File: config.mk
export PLATFORM = sky130hd
export DESIGN_NAME = uart_tx_frame
export DESIGN_NICKNAME = d
export VERILOG_FILES = /design/src/rtl/uart_pkg.sv /design/src/rtl/uart_fifo.sv /design/src/rtl/uart_tx_frame.sv
export SDC_FILE = /design/constraint.sdc
export NUM_CORES = 1
export LEC_CHECK = 0
export CAP_MARGIN = 20
export CORE_MARGIN = 4
export CORE_UTILIZATION = 52
export CTS_CLUSTER_DIAMETER = 120
export DETAILED_ROUTE_END_ITERATION = 8
export MAX_ROUTING_LAYER = met4
export PLACE_DENSITY = 0.74
export RECOVER_POWER = 25
export SYNTH_ARGS = -nofsm -noshare
export SYNTH_HDL_FRONTEND = slang
export SYNTH_SLANG_ARGS = --single-unit
File: constraint.sdc
create_clock -name sysclk_in -period 2.81 [get_ports sysclk_in]
set_input_delay 0.562 -clock sysclk_in [delete_from_list [all_inputs] [get_ports sysclk_in]]
set_output_delay 0.562 -clock sysclk_in [all_outputs]
set_load 0.1 [all_outputs]
File: src/rtl/uart_pkg.sv
// uart_pkg: parity modes and frame-FSM states shared by the UART transmitter and receiver.
package uart_pkg;
    localparam int PAR_NONE = 0;
    localparam int PAR_ODD  = 1;
    localparam int PAR_EVEN = 2;
    typedef enum logic [2:0] {S_IDLE, S_START, S_DATA, S_PARITY, S_STOP} state_t;
endpackage

File: src/rtl/uart_fifo.sv
// uart_fifo: synchronous first-word-fall-through FIFO with full/empty/level, shared by TX and RX.
module uart_fifo #(
    parameter int WIDTH = 8,
    parameter int DEPTH = 4
) (
    input  logic                     sysclk_in,
    input  logic                     rst_in,
    input  logic                     push,
    input  logic                     pop,
    input  logic [WIDTH-1:0]         din,
    output logic [WIDTH-1:0]         dout,
    output logic                     full,
    output logic                     empty,
    output logic [$clog2(DEPTH):0]   level
);
    localparam int AW = $clog2(DEPTH);
    logic [WIDTH-1:0] mem [DEPTH];
    logic [AW-1:0] wr_ptr, rd_ptr;
    logic do_push, do_pop;
    assign do_push = push && !full;
    assign do_pop  = pop && !empty;
    assign full    = level == (AW+1)'(DEPTH);
    assign empty   = level == '0;
    assign dout    = mem[rd_ptr];
    always_ff @(posedge sysclk_in or posedge rst_in)
        if (rst_in) begin
            wr_ptr <= '0;
            rd_ptr <= '0;
            level  <= '0;
        end else begin
            if (do_push) wr_ptr <= wr_ptr + 1'b1;
            if (do_pop) rd_ptr <= rd_ptr + 1'b1;
            level <= level + (AW+1)'(do_push) - (AW+1)'(do_pop);
        end
    // Storage needs no reset: flushing is done by clearing the pointers.
    always_ff @(posedge sysclk_in)
        if (do_push) mem[wr_ptr] <= din;
endmodule

File: src/rtl/uart_tx_frame.sv
// uart_tx_frame: FIFO-fed UART transmitter with configurable data width, parity and stop bits,
// timed by an oversampled baud pulse; frames go out back-to-back while words are queued.
module uart_tx_frame import uart_pkg::*; #(
    parameter int DATA_BITS    = 8,
    parameter int PARITY       = 0,
    parameter int STOP_BITS    = 1,
    parameter int OVERSAMPLING = 8,
    parameter int FIFO_DEPTH   = 4
) (
    input  logic                            sysclk_in,
    input  logic                            rst_in,
    input  logic                            baudpulse_in,
    input  logic                            tx_valid_in,
    input  logic [DATA_BITS-1:0]            tx_data_in,
    output logic                            tx_ready_out,
    output logic                            tx_serial_out,
    output logic                            tx_busy_out,
    output logic                            tx_done_out,
    output logic [$clog2(FIFO_DEPTH):0]     fifo_level_out
);
    localparam int TW = $clog2(OVERSAMPLING);
    localparam int BW = $clog2(DATA_BITS) + 1;
    state_t state_q, state_d;
    logic [TW-1:0] tick_q, tick_d;
    logic [BW-1:0] bit_q, bit_d;
    logic [DATA_BITS-1:0] shift_q, shift_d, fifo_dout;
    logic par_q, par_d, load, done_d, serial_d, full, empty, tick_end;
    uart_fifo #(.WIDTH(DATA_BITS), .DEPTH(FIFO_DEPTH)) u_fifo (
        .sysclk_in (sysclk_in),
        .rst_in    (rst_in),
        .push      (tx_valid_in),
        .pop       (load),
        .din       (tx_data_in),
        .dout      (fifo_dout),
        .full      (full),
        .empty     (empty),
        .level     (fifo_level_out)
    );
    assign tx_ready_out = !full;
    assign tick_end = baudpulse_in && tick_q == TW'(OVERSAMPLING - 1);
    always_comb begin
        state_d = state_q;
        tick_d  = baudpulse_in ? (tick_end ? '0 : tick_q + 1'b1) : tick_q;
        bit_d   = bit_q;
        shift_d = shift_q;
        par_d   = par_q;
        load    = 1'b0;
        done_d  = 1'b0;
        case (state_q)
            S_IDLE: begin
                tick_d = '0;
                if (baudpulse_in && !empty) begin
                    load    = 1'b1;
                    state_d = S_START;
                end
            end
            S_START: if (tick_end) state_d = S_DATA;
            S_DATA: if (tick_end) begin
                shift_d = shift_q >> 1;
                bit_d   = bit_q + 1'b1;
                if (bit_q == BW'(DATA_BITS - 1)) begin
                    bit_d   = '0;
                    state_d = PARITY != PAR_NONE ? S_PARITY : S_STOP;
                end
            end
            S_PARITY: if (tick_end) state_d = S_STOP;
            S_STOP: if (tick_end) begin
                bit_d = bit_q + 1'b1;
                if (bit_q == BW'(STOP_BITS - 1)) begin
                    bit_d   = '0;
                    done_d  = 1'b1;
                    load    = !empty;
                    state_d = empty ? S_IDLE : S_START;
                end
            end
            default: state_d = S_IDLE;
        endcase
        // Parity is taken from the whole word at load, before shifting destroys it.
        if (load) begin
            shift_d = fifo_dout;
            par_d   = PARITY == PAR_EVEN ? ^fifo_dout : ~^fifo_dout;
            tick_d  = '0;
            bit_d   = '0;
        end
        serial_d = state_d == S_START  ? 1'b0 :
                   state_d == S_DATA   ? shift_d[0] :
                   state_d == S_PARITY ? par_d : 1'b1;
    end
    always_ff @(posedge sysclk_in or posedge rst_in)
        if (rst_in) begin
            state_q       <= S_IDLE;
            tick_q        <= '0;
            bit_q         <= '0;
            shift_q       <= '0;
            par_q         <= 1'b0;
            tx_serial_out <= 1'b1;
            tx_busy_out   <= 1'b0;
            tx_done_out   <= 1'b0;
        end else begin
            state_q       <= state_d;
            tick_q        <= tick_d;
            bit_q         <= bit_d;
            shift_q       <= shift_d;
            par_q         <= par_d;
            tx_serial_out <= serial_d;
            tx_busy_out   <= state_d != S_IDLE;
            tx_done_out   <= done_d;
        end
endmodule
==> results of run 1 <==
-- cell usage after synthesis, drive strengths merged --
master	number	area share, %
o21a	1	0.27
o21ai	10	1.8
mux2i	10	3.6
mux4	8	6.4
a22oi	1	0.27
ha	10	4.5
nand2b	6	1.3
dfrtp	28	25
nand3b	3	0.81
nand3	2	0.36
or4	1	0.40
inv	10	1.3
nor2	10	1.3
or3	1	0.22
buf	7	2.1
and2	1	0.22
nor3b	3	0.81
edfxtp	32	34
fa	1	0.72
o311ai	1	0.31
nand2	14	2.1
and3b	1	0.31
nor2b	1	0.22
mux2	4	1.6
o21bai	1	0.27
and3	4	0.90
xnor2	12	3.8
nor3	3	0.94
a31oi	1	0.22
dfstp	1	0.94
a21oi	7	1.4
xor2	1	0.31
clkbuf	2	0.67
-- power groups by stage --
stage,Combinational [µW],Sequential (µW),Clock (µW)
2_1_floorplan,942,1580,0
3_3_place_gp,1290,1440,0
3_5_place_dp,1320,1450,0
4_1_cts,1320,1430,818
5_1_grt,1420,1470,866
6_report,1310,1430,797
-- state kept, by name (all words and copies together), names as in the netlist, 2 cells and up --
name           count
u_fifo.mem        32
u_fifo.rd_ptr      2
u_fifo.level       3
bit_q              4
state_q            3
shift_q            8
u_fifo.wr_ptr      2
tick_q             3
-- cell type report --
type	count	area share (%)
Clock inverter	7	2.570
Multi-Input combinational cell	118	30.92
Clock buffer	9	3.855
Timing Repair Buffer	23	6.114
Sequential cell	61	52.65
Tap cell	70	2.726
Inverter	10	1.168
-- metrics by stage --
stage,instances,power [µW],hold WS (ns),setup WS (ns)
after global routing,298,3754,0.5425,0.08431
after detailed placement,282,2766,0.4978,0.2047
after global placement,282,2729,0.4910,0.2499
after CTS,298,3571,0.5126,0.3411
final,298,3529,0.5097,0.3496
after floorplan,198,2527,0.4800,0.001625
-- per-layer routing --
layer	vias up	share of wire, %	track usage (%)
met1	716	47	20.75
met5	-	0	-
met2	22	46	22.39
li1	768	-	-
met4	0	2.5	9.122
met3	12	3.7	5.100
-- logic make-up (layout without fill, tap and decap cells) --
kind of cell / count (synthesis) / after routing
AO/OA/AOI/OAI: 22 / 22
XOR/XNOR: 13 / 13
adder cells (fa/ha/maj): 11 / 11
buffers and inverters: 19 / 49
flip-flops: 61 / 61
multiplexers: 22 / 22
AND/OR/NAND/NOR: 50 / 50
-- how the worst min path moves through the flow --
| stage | endpoint | slack (ns) | from | cells past startpoint |
|---|---|---|---|---|
| 2_1_floorplan | par_q$_DFF_PP0_ | 0.48 | par_q$_DFF_PP0_ | 1 |
| 3_3_place_gp | par_q$_DFF_PP0_ | 0.49 | par_q$_DFF_PP0_ | 1 |
| 3_5_place_dp | par_q$_DFF_PP0_ | 0.50 | par_q$_DFF_PP0_ | 1 |
| 4_1_cts | par_q$_DFF_PP0_ | 0.51 | par_q$_DFF_PP0_ | 1 |
| 5_1_grt | par_q$_DFF_PP0_ | 0.54 | par_q$_DFF_PP0_ | 1 |
| 6_report | par_q$_DFF_PP0_ | 0.51 | par_q$_DFF_PP0_ | 1 |
-- critical path, cell delays in order (launching register included) --
cell     delay (ns)
dfrtp_1        0.42
inv_1          0.07
ha_1           0.13
nor3b_1        0.30
nand2_1        0.09
a21oi_1        0.20
ha_1           0.25
inv_1          0.06
ha_1           0.13
inv_1          0.05
fa_1           0.37
xnor2_1        0.18
xnor2_1        0.13
==> impl_metrics.csv, run 1 <==
group,metric,value,unit
run_status,status,"finished with violations",
run_status,violations,"capacitance limit, slew limit",
yosys,ys_seq_area_share,60.41,%
placement,place_congestion,0.7675,
placement,placed_cell_area,3010,µm²
final_layout,syn_to_final_growth,15.00,%
setup_path,crit_start,"bit_q[0]$_DFFE_PP0P_",
drt,drt_pass1_iterations,4,
yosys,synthCells,198,
setup_path,timing.rr.end,"u_fifo.level[2]$_DFF_PP0_",
die,die_area,6610,µm²
timing,setup_viol_count_final,0,
yosys,yosys_warnings,0,
power,p_switching,1345,µW
timing,rsz0062_at_grt,"false",
clock_tree,cts.htree.levels,3,
clock_tree,cts.path.max_buffers,2,
hold_path,hold_path.class,"reg -> reg",
die,start_util,54.02,%
clock_tree,cts_buffers,9,
yosys,syn_area_per_cell,14.11,µm²
yosys,synth_top_family_by_area,"multiplexers",
timing,maxSlewViolCount,30,
drt,first_iter_violations,71,
die,boundaryPins,19,
clock_tree,cts-resized-gates,0,
yosys,synth_nets,221,
run,maxCapViolCount,1,
setup_path,r2r-start,"bit_q[0]$_DFFE_PP0P_",
clock_tree,tritoncts,"yes",
drt,drc,0,
power,p_sw_share,38.12,%
yosys,synth_xor_area_share,4.075,%
drt,via_per_inst,5.094,
clock_tree,cts_root_buf,"clkbuf_8",
final_layout,layout_common_cells,"edfxtp_1, dfrtp_1, nand2_1, xnor2_1, buf_4",
power,vdd_ir_drop_max,0.0007258,V
clock_tree,clk_latency,0.34,ns
power,powerDensity,1098,nW/µm²
yosys,ys_ff_latch,61,
final_layout,fill_cells,394,
global_route,grt_usage,16.09,%
setup_path,reg2reg_depth,12,
placement,dp.final_hpwl,2.981,mm
global_route,grt_pass1_vias,1505,
yosys,synth_area,2794,µm²
setup_path,crit_end,"u_fifo.level[2]$_DFF_PP0_",
global_route,grt_max_degree,30,
final_layout,drive_above_1_share,21.05,%
final_layout,ff_latch_area,1692,µm²
timing,worstMarginPinSlew,1.578,ns
setup_path,crit_fanout,5,
global_route,grt_first_pass_wirelength,7.396,mm
final_layout,multi_input_area,993.5,µm²
clock_tree,clkTransAtPathRegs,0.07,ns
yosys,muxShareOfSynthArea,11.64,%
drt,drt-total-wl,4.275,mm
placement,portBuffers,18,
timing,slew_headroom,-5.222,%
timing,period_minus_slack,2.460,ns
timing,finalCritPeriodShare,87.56,%
die,dieHeight,81.30,µm
setup_path,worstPathArrival,2.72,ns
yosys,synth-compound-area-share,4.523,%
drt,drtAntennaViolNets,0,
power,power.leakage,0.001252,µW
timing,skew,0.005725,ns
power,p_int,2184,µW
yosys,ys_types,40,
setup_path,start_kind,"register",
final_layout,fin_util,62.12,%
drt,via_count,1518,
final_layout,antennaDiodeCount,0,
power,comb_power_share,37.0,%
power,clockPowerShare,22.6,%
power,pwr-share-seq,40.4,%
setup_path,required,3.07,ns
drt,post_drt_wl_per_cell,14.35,µm
die,core-area,5172,µm²
yosys,synthAdderAreaFrac,5.195,%
global_route,antenna_found_initial,0,
global_route,gr-total-overflow,0,
clock_tree,cts.sinks,61,
final_layout,nets,246,
setup_path,end_kind,"register",
yosys,synth_simple_gate_area_share,10.03,%
timing,fmax,406.4,MHz
setup_path,worstSetupPathType,"reg -> reg",
setup_path,reg2reg_slack,0.35,ns
final_layout,final_area,3213,µm²
die,die_width,81.30,µm
final_layout,final_common_cell,"edfxtp_1",
timing,finalSetupTns,0,ns
clock_tree,cts_setup_buffers,0,
timing,hold_viol,0,
clock_tree,cts_hold_buf,0,
die,rows,26,
Note: power is estimated with default switching activity, not from simulation.
==> run 2, diff against run 1 <==
--- a/config.mk
+++ b/config.mk
@@ -13,6 +13,9 @@
 export MAX_ROUTING_LAYER = met4
 export PLACE_DENSITY = 0.74
 export RECOVER_POWER = 25
+export REMOVE_ABC_BUFFERS = 1
+export SETUP_SLACK_MARGIN = 0.15
+export SLEW_MARGIN = 20
 export SYNTH_ARGS = -nofsm -noshare
 export SYNTH_HDL_FRONTEND = slang
 export SYNTH_SLANG_ARGS = --single-unit
==> impl_metrics.csv, run 2 (same netlist as run 1, synthesis figures left out) <==
group,metric,value,unit
run_status,status,"finished with violations",
run_status,violations,"capacitance limit, slew limit",
timing,slew_headroom,-3.942,%
global_route,antenna_found_initial,0,
clock_tree,cts_root_buf,"clkbuf_8",
power,powerDensity,1087,nW/µm²
clock_tree,clkTransAtPathRegs,0.07,ns
timing,period_minus_slack,2.384,ns
timing,skew,0.008903,ns
drt,via_per_inst,5.174,
global_route,grt_usage,15.61,%
clock_tree,cts.htree.levels,3,
setup_path,worstPathArrival,2.64,ns
drt,drt-total-wl,4.318,mm
setup_path,r2r-start,"bit_q[0]$_DFFE_PP0P_",
final_layout,top_register,"u_fifo.mem",
setup_path,end_kind,"register",
final_layout,reg_top3,"u_fifo.mem x32, shift_q x8, bit_q x4",
run,maxCapViolCount,1,
die,rows,26,
drt,via_count,1542,
global_route,grt_pass1_vias,1536,
placement,portBuffers,18,
drt,drtAntennaViolNets,0,
clock_tree,cts_setup_buffers,0,
timing,hold_viol,0,
hold_path,hold_path.class,"reg -> reg",
final_layout,drive_above_1_share,19.74,%
clock_tree,tritoncts,"yes",
final_layout,fill_cells,409,
hold_path,hold_start,"par_q$_DFF_PP0_",
timing,hold_slack,0.5090,ns
timing,fmax,419.4,MHz
timing,finalCritPeriodShare,84.85,%
setup_path,required,3.06,ns
clock_tree,cts_hold_buf,0,
die,start_util,54.02,%
power,vdd_ir_drop_max,0.0006128,V
clock_tree,cts_buffers,9,
final_layout,largest_reg_flops,32,
clock_tree,cts.sinks,61,
placement,place_congestion,0.7991,
hold_path,min_path_cells,1,
final_layout,finalNonFillerCells,298,
setup_path,crit_fanout,5,
clock_tree,cts.path.max_buffers,2,
final_layout,nets,246,
global_route,gr-total-overflow,0,
die,boundaryPins,19,
drt,drc,0,
setup_path,reg2reg_depth,12,
setup_path,worstSetupPathType,"reg -> reg",
timing,maxSlewViolCount,30,
die,core-area,5172,µm²
hold_path,hold_end,"par_q$_DFF_PP0_",
placement,placed_cell_area,3004,µm²
timing,worstMarginPinSlew,1.559,ns
final_layout,layout_common_cells,"edfxtp_1, dfrtp_1, nand2_1, xnor2_1, buf_4",
final_layout,final_common_cell,"edfxtp_1",
placement,dp.final_hpwl,2.987,mm
clock_tree,clk_latency,0.34,ns
setup_path,timing.rr.end,"u_fifo.level[2]$_DFF_PP0_",
power,finalPower,3483,µW
timing,rsz0062_at_grt,"false",
die,die_area,6610,µm²
placement,placed_cells,282,
final_layout,antennaDiodeCount,0,
global_route,grt_max_degree,30,
final_layout,syn_to_final_growth,14.73,%
die,dieHeight,81.30,µm
global_route,grt_first_pass_wirelength,7.231,mm
drt,post_drt_wl_per_cell,14.49,µm
timing,setup_viol_count_final,0,
power,power.leakage,0.001236,µW
final_layout,final_area,3206,µm²
setup_path,reg2reg_slack,0.43,ns
drt,first_iter_violations,53,
die,die_width,81.30,µm
setup_path,start_kind,"register",
drt,drt_pass1_iterations,4,
-- run 2: final cells by class --
cell class,count,area [µm²],share of cell area [%]
Clock buffer,9,123.9,3.864
Multi-Input combinational cell,118,996.0,31.07
Clock inverter,7,76.32,2.381
Timing Repair Buffer,23,196.4,6.128
Sequential cell,61,1688,52.65
Tap cell,70,87.58,2.732
Inverter,10,37.54,1.171
-- run 2: how the worst max path moves through the flow --
stage	end	depth (start not counted)	start
after floorplan	u_fifo.level[2]$_DFF_PP0_	9	u_fifo.level[1]$_DFF_PP0_
after global placement	u_fifo.level[2]$_DFF_PP0_	10	baudpulse_in
after detailed placement	u_fifo.level[2]$_DFF_PP0_	10	baudpulse_in
after CTS	u_fifo.level[2]$_DFF_PP0_	12	bit_q[0]$_DFFE_PP0P_
after global routing	u_fifo.level[2]$_DFF_PP0_	12	bit_q[0]$_DFFE_PP0P_
final	u_fifo.level[2]$_DFF_PP0_	12	bit_q[0]$_DFFE_PP0P_
-- run 2: metal layers --
layer,wire [µm],vias up,track usage [%],share of wire [%]
met2,2060,21,23.13,48
met4,107,0,8.108,2.5
met3,138,11,4.656,3.2
met5,0,-,-,0
met1,2011,755,19.38,47
li1,-,755,-,-
-- run 2: critical path, cell delays in order (launching register included) --
cell     delay, ns
dfrtp_1       0.43
inv_1         0.07
ha_1          0.13
nor3b_2       0.21
nand2_1       0.08
a21oi_1       0.20
ha_1          0.25
inv_1         0.06
ha_1          0.13
inv_1         0.05
fa_1          0.38
xnor2_1       0.18
xnor2_1       0.14
-- run 2: repair_timing --
action,in CTS,in global routing
hold endpoints to repair,0,0
gates resized for setup,0,1
setup endpoints to repair,0,1
-- run 2: through the flow --
step | util, % | TNS (ns) | worst slack, ns
finish | 61.97 | 0 | 0.4258
global route | 61.97 | 0 | 0.1978
CTS | 61.95 | 0 | 0.2713
detailed placement | 58.08 | 0 | 0.1633
global placement | 58.08 | 0 | 0.2421
floorplan | - | -1.555 | -0.8053
-- run 2: power breakdown --
| group | internal (µW) | switching, µW | total [µW] |
|---|---|---|---|
| sequential | 1210 | 202 | 1420 |
| clock | 410 | 365 | 775 |
| combinational | 540 | 753 | 1290 |
| total | 2160 | 1320 | 3480 |
==> run 3, diff against run 2 <==
--- a/config.mk
+++ b/config.mk
@@ -7,11 +7,11 @@
 export LEC_CHECK = 0
 export CAP_MARGIN = 20
 export CORE_MARGIN = 4
-export CORE_UTILIZATION = 52
+export CORE_UTILIZATION = 58
 export CTS_CLUSTER_DIAMETER = 120
 export DETAILED_ROUTE_END_ITERATION = 8
 export MAX_ROUTING_LAYER = met4
-export PLACE_DENSITY = 0.74
+export PLACE_DENSITY = 0.79
 export RECOVER_POWER = 25
 export REMOVE_ABC_BUFFERS = 1
 export SETUP_SLACK_MARGIN = 0.15
==> constraint.sdc (replaced) <==
create_clock -name sysclk_in -period 2.31 [get_ports sysclk_in]
set_input_delay 0.462 -clock sysclk_in [delete_from_list [all_inputs] [get_ports sysclk_in]]
set_output_delay 0.462 -clock sysclk_in [all_outputs]
set_load 0.1 [all_outputs]
==> impl_metrics.csv, run 3 (same netlist as run 1, synthesis figures left out) <==
group,metric,value,unit
die,start_util,62.03,%
final_layout,multi_input_area,1018,µm²
timing,worst_slack,-0.03177,ns
drt,via_count,1658,
global_route,grt_max_degree,30,
drt,drt_pass1_iterations,4,
final_layout,nets,258,
timing,hold_slack,0.5085,ns
setup_path,required,2.53,ns
final_layout,final_area,3332,µm²
timing,period_minus_slack,2.342,ns
clock_tree,cts.path.max_buffers,2,
drt,drtAntennaViolNets,0,
power,powerDensity,1346,nW/µm²
run_status,status,"finished with violations",
clock_tree,cts.sinks,61,
setup_path,timing.rr.end,"u_fifo.level[2]$_DFF_PP0_",
die,rows,24,
timing,fmax,427.0,MHz
clock_tree,cts_hold_buf,0,
drt,highest_layer,"met4",
clock_tree,cts.htree.levels,3,
final_layout,drive_above_1_share,25.83,%
global_route,grt_first_pass_wirelength,8.142,mm
setup_path,r2r-start,"bit_q[1]$_DFFE_PP0P_",
power,p_sw_share,36.81,%
drt,first_iter_violations,112,
setup_path,end_kind,"register",
setup_path,reg2reg_depth,12,
clock_tree,clk_latency,0.34,ns
drt,drt-total-wl,4.652,mm
setup_path,crit_end,"u_fifo.level[2]$_DFF_PP0_",
timing,skew,0.005455,ns
hold_path,hold_path.class,"reg -> reg",
timing,hold_viol,0,
final_layout,top_register,"u_fifo.mem",
setup_path,crit_start,"bit_q[1]$_DFFE_PP0P_",
run,maxCapViolCount,1,
placement,portBuffers,18,
setup_path,reg2reg_slack,-0.03,ns
power,clockPowerShare,23.1,%
power,p_int,2833,µW
power,p_switching,1650,µW
final_layout,reg_top3,"u_fifo.mem x32, shift_q x8, bit_q x4",
power,comb_power_share,39.2,%
placement,place_congestion,0.8135,
timing,worstMarginPinSlew,1.513,ns
global_route,gr-total-overflow,0,
final_layout,ff_latch_area,1689,µm²
clock_tree,cts_root_buf,"clkbuf_8",
final_layout,fill_cells,277,
run_status,violations,"capacitance limit, slew limit, setup timing",
final_layout,layout_common_cells,"edfxtp_1, dfrtp_1, buf_4, nand2_1, xnor2_1",
final_layout,antennaDiodeCount,0,
placement,placed_cell_area,3077,µm²
drt,met3_length,163,µm
clock_tree,cts_buffers,9,
setup_path,crit_fanout,4,
drt,met1Wirelength,1.954,mm
timing,rsz0062_at_grt,"true",
die,boundaryPins,19,
die,dieHeight,77.41,µm
clock_tree,tritoncts,"yes",
timing,slew_headroom,-0.8426,%
timing,maxSlewViolCount,30,
drt,drc,0,
placement,dp.final_hpwl,3.335,mm
global_route,antenna_found_initial,0,
die,core-area,4504,µm²
final_layout,largest_reg_flops,32,
power,power.leakage,0.001336,µW
final_layout,syn_to_final_growth,19.26,%
setup_path,start_kind,"register",
drt,via_per_inst,5.678,
clock_tree,clkTransAtPathRegs,0.07,ns
power,vdd_ir_drop_max,0.0009753,V
timing,setup_viol_count_final,1,
global_route,grt_usage,18.25,%
drt,met2_length,2.441,mm
die,die_width,77.41,µm
setup_path,worstPathArrival,2.56,ns
die,die_area,5992,µm²
global_route,grt_pass1_vias,1767,
final_layout,final_common_cell,"edfxtp_1",
setup_path,worstSetupPathType,"reg -> reg",
drt,post_drt_wl_per_cell,15.93,µm
power,pwr-share-seq,37.7,%
final_layout,fin_util,73.97,%
timing,finalCritPeriodShare,101.4,%
==> run 3: cell count changes in the layout (fill, tap and decap cells not counted), sizes merged <==
cell and change:
bufinv +1, dlygate4sd3 -3, buf +12, clkinvlp -4
inv +1, clkinv +2, clkdlybuf4s50 +3
==> run 3: metal layers <==
| metal | track usage [%] | up-vias |
|---|---|---|
| li1 | - | 780 |
| met1 | 21.26 | 830 |
| met2 | 30.22 | 39 |
| met3 | 4.167 | 9 |
| met4 | 8.541 | 0 |
| met5 | - | - |
==> run 3: worst max-delay path, stage by stage (launching register included) <==
cell	delay, ns
dfrtp_1	0.38
inv_1	0.07
ha_1	0.13
nor3b_4	0.27
nand2_2	0.10
a21oi_2	0.17
ha_1	0.24
inv_1	0.06
ha_1	0.14
inv_1	0.05
fa_2	0.35
xnor2_2	0.14
xnor2_1	0.12
==> run 3: through the flow <==
step	TNS, ns	worst slack [ns]	total power, µW	std cells
6_report	-0.03177	-0.03177	4484	292
5_1_grt	-0.7263	-0.1614	4773	292
4_1_cts	-0.04023	-0.04023	4515	291
3_5_place_dp	-0.5659	-0.3598	3446	275
3_3_place_gp	-0.3816	-0.2567	3349	275
2_1_floorplan	-19.80	-1.305	2986	189
==> run 3: worst min-delay path by stage <==
| stage | startpoint | endpoint | depth (start not counted) |
|---|---|---|---|
| CTS | rst_in | u_fifo.level[2]$_DFF_PP0_ | 3 |
| floorplan | par_q$_DFF_PP0_ | par_q$_DFF_PP0_ | 1 |
| global route | par_q$_DFF_PP0_ | par_q$_DFF_PP0_ | 1 |
| detailed placement | par_q$_DFF_PP0_ | par_q$_DFF_PP0_ | 1 |
| finish | par_q$_DFF_PP0_ | par_q$_DFF_PP0_ | 1 |
| global placement | par_q$_DFF_PP0_ | par_q$_DFF_PP0_ | 1 |
==> run 3: what timing repair did <==
action | in CTS | in global routing
endpoints found under the hold margin | 0 | 0
setup buffers | 0 | 1
setup endpoints to repair | 4 | 2
resized for setup | 6 | 1
pin swaps | 3 | 3
==> run 3: area by class of cell <==
type	instances	area share, %
Sequential cell	61	50.69
Tap cell	52	1.953
Inverter	10	1.127
Timing Repair Buffer	35	8.975
Multi-Input combinational cell	118	30.57
Clock buffer	9	3.718
Clock inverter	7	2.967
==> run 3: power groups by stage <==
stage | registers (µW) | clock network [µW] | logic [µW]
after floorplan | 2000 | 0 | 988
after global placement | 1690 | 0 | 1660
after detailed placement | 1710 | 0 | 1730
after CTS | 1690 | 1050 | 1770
after global routing | 1740 | 1110 | 1930
final | 1690 | 1040 | 1760
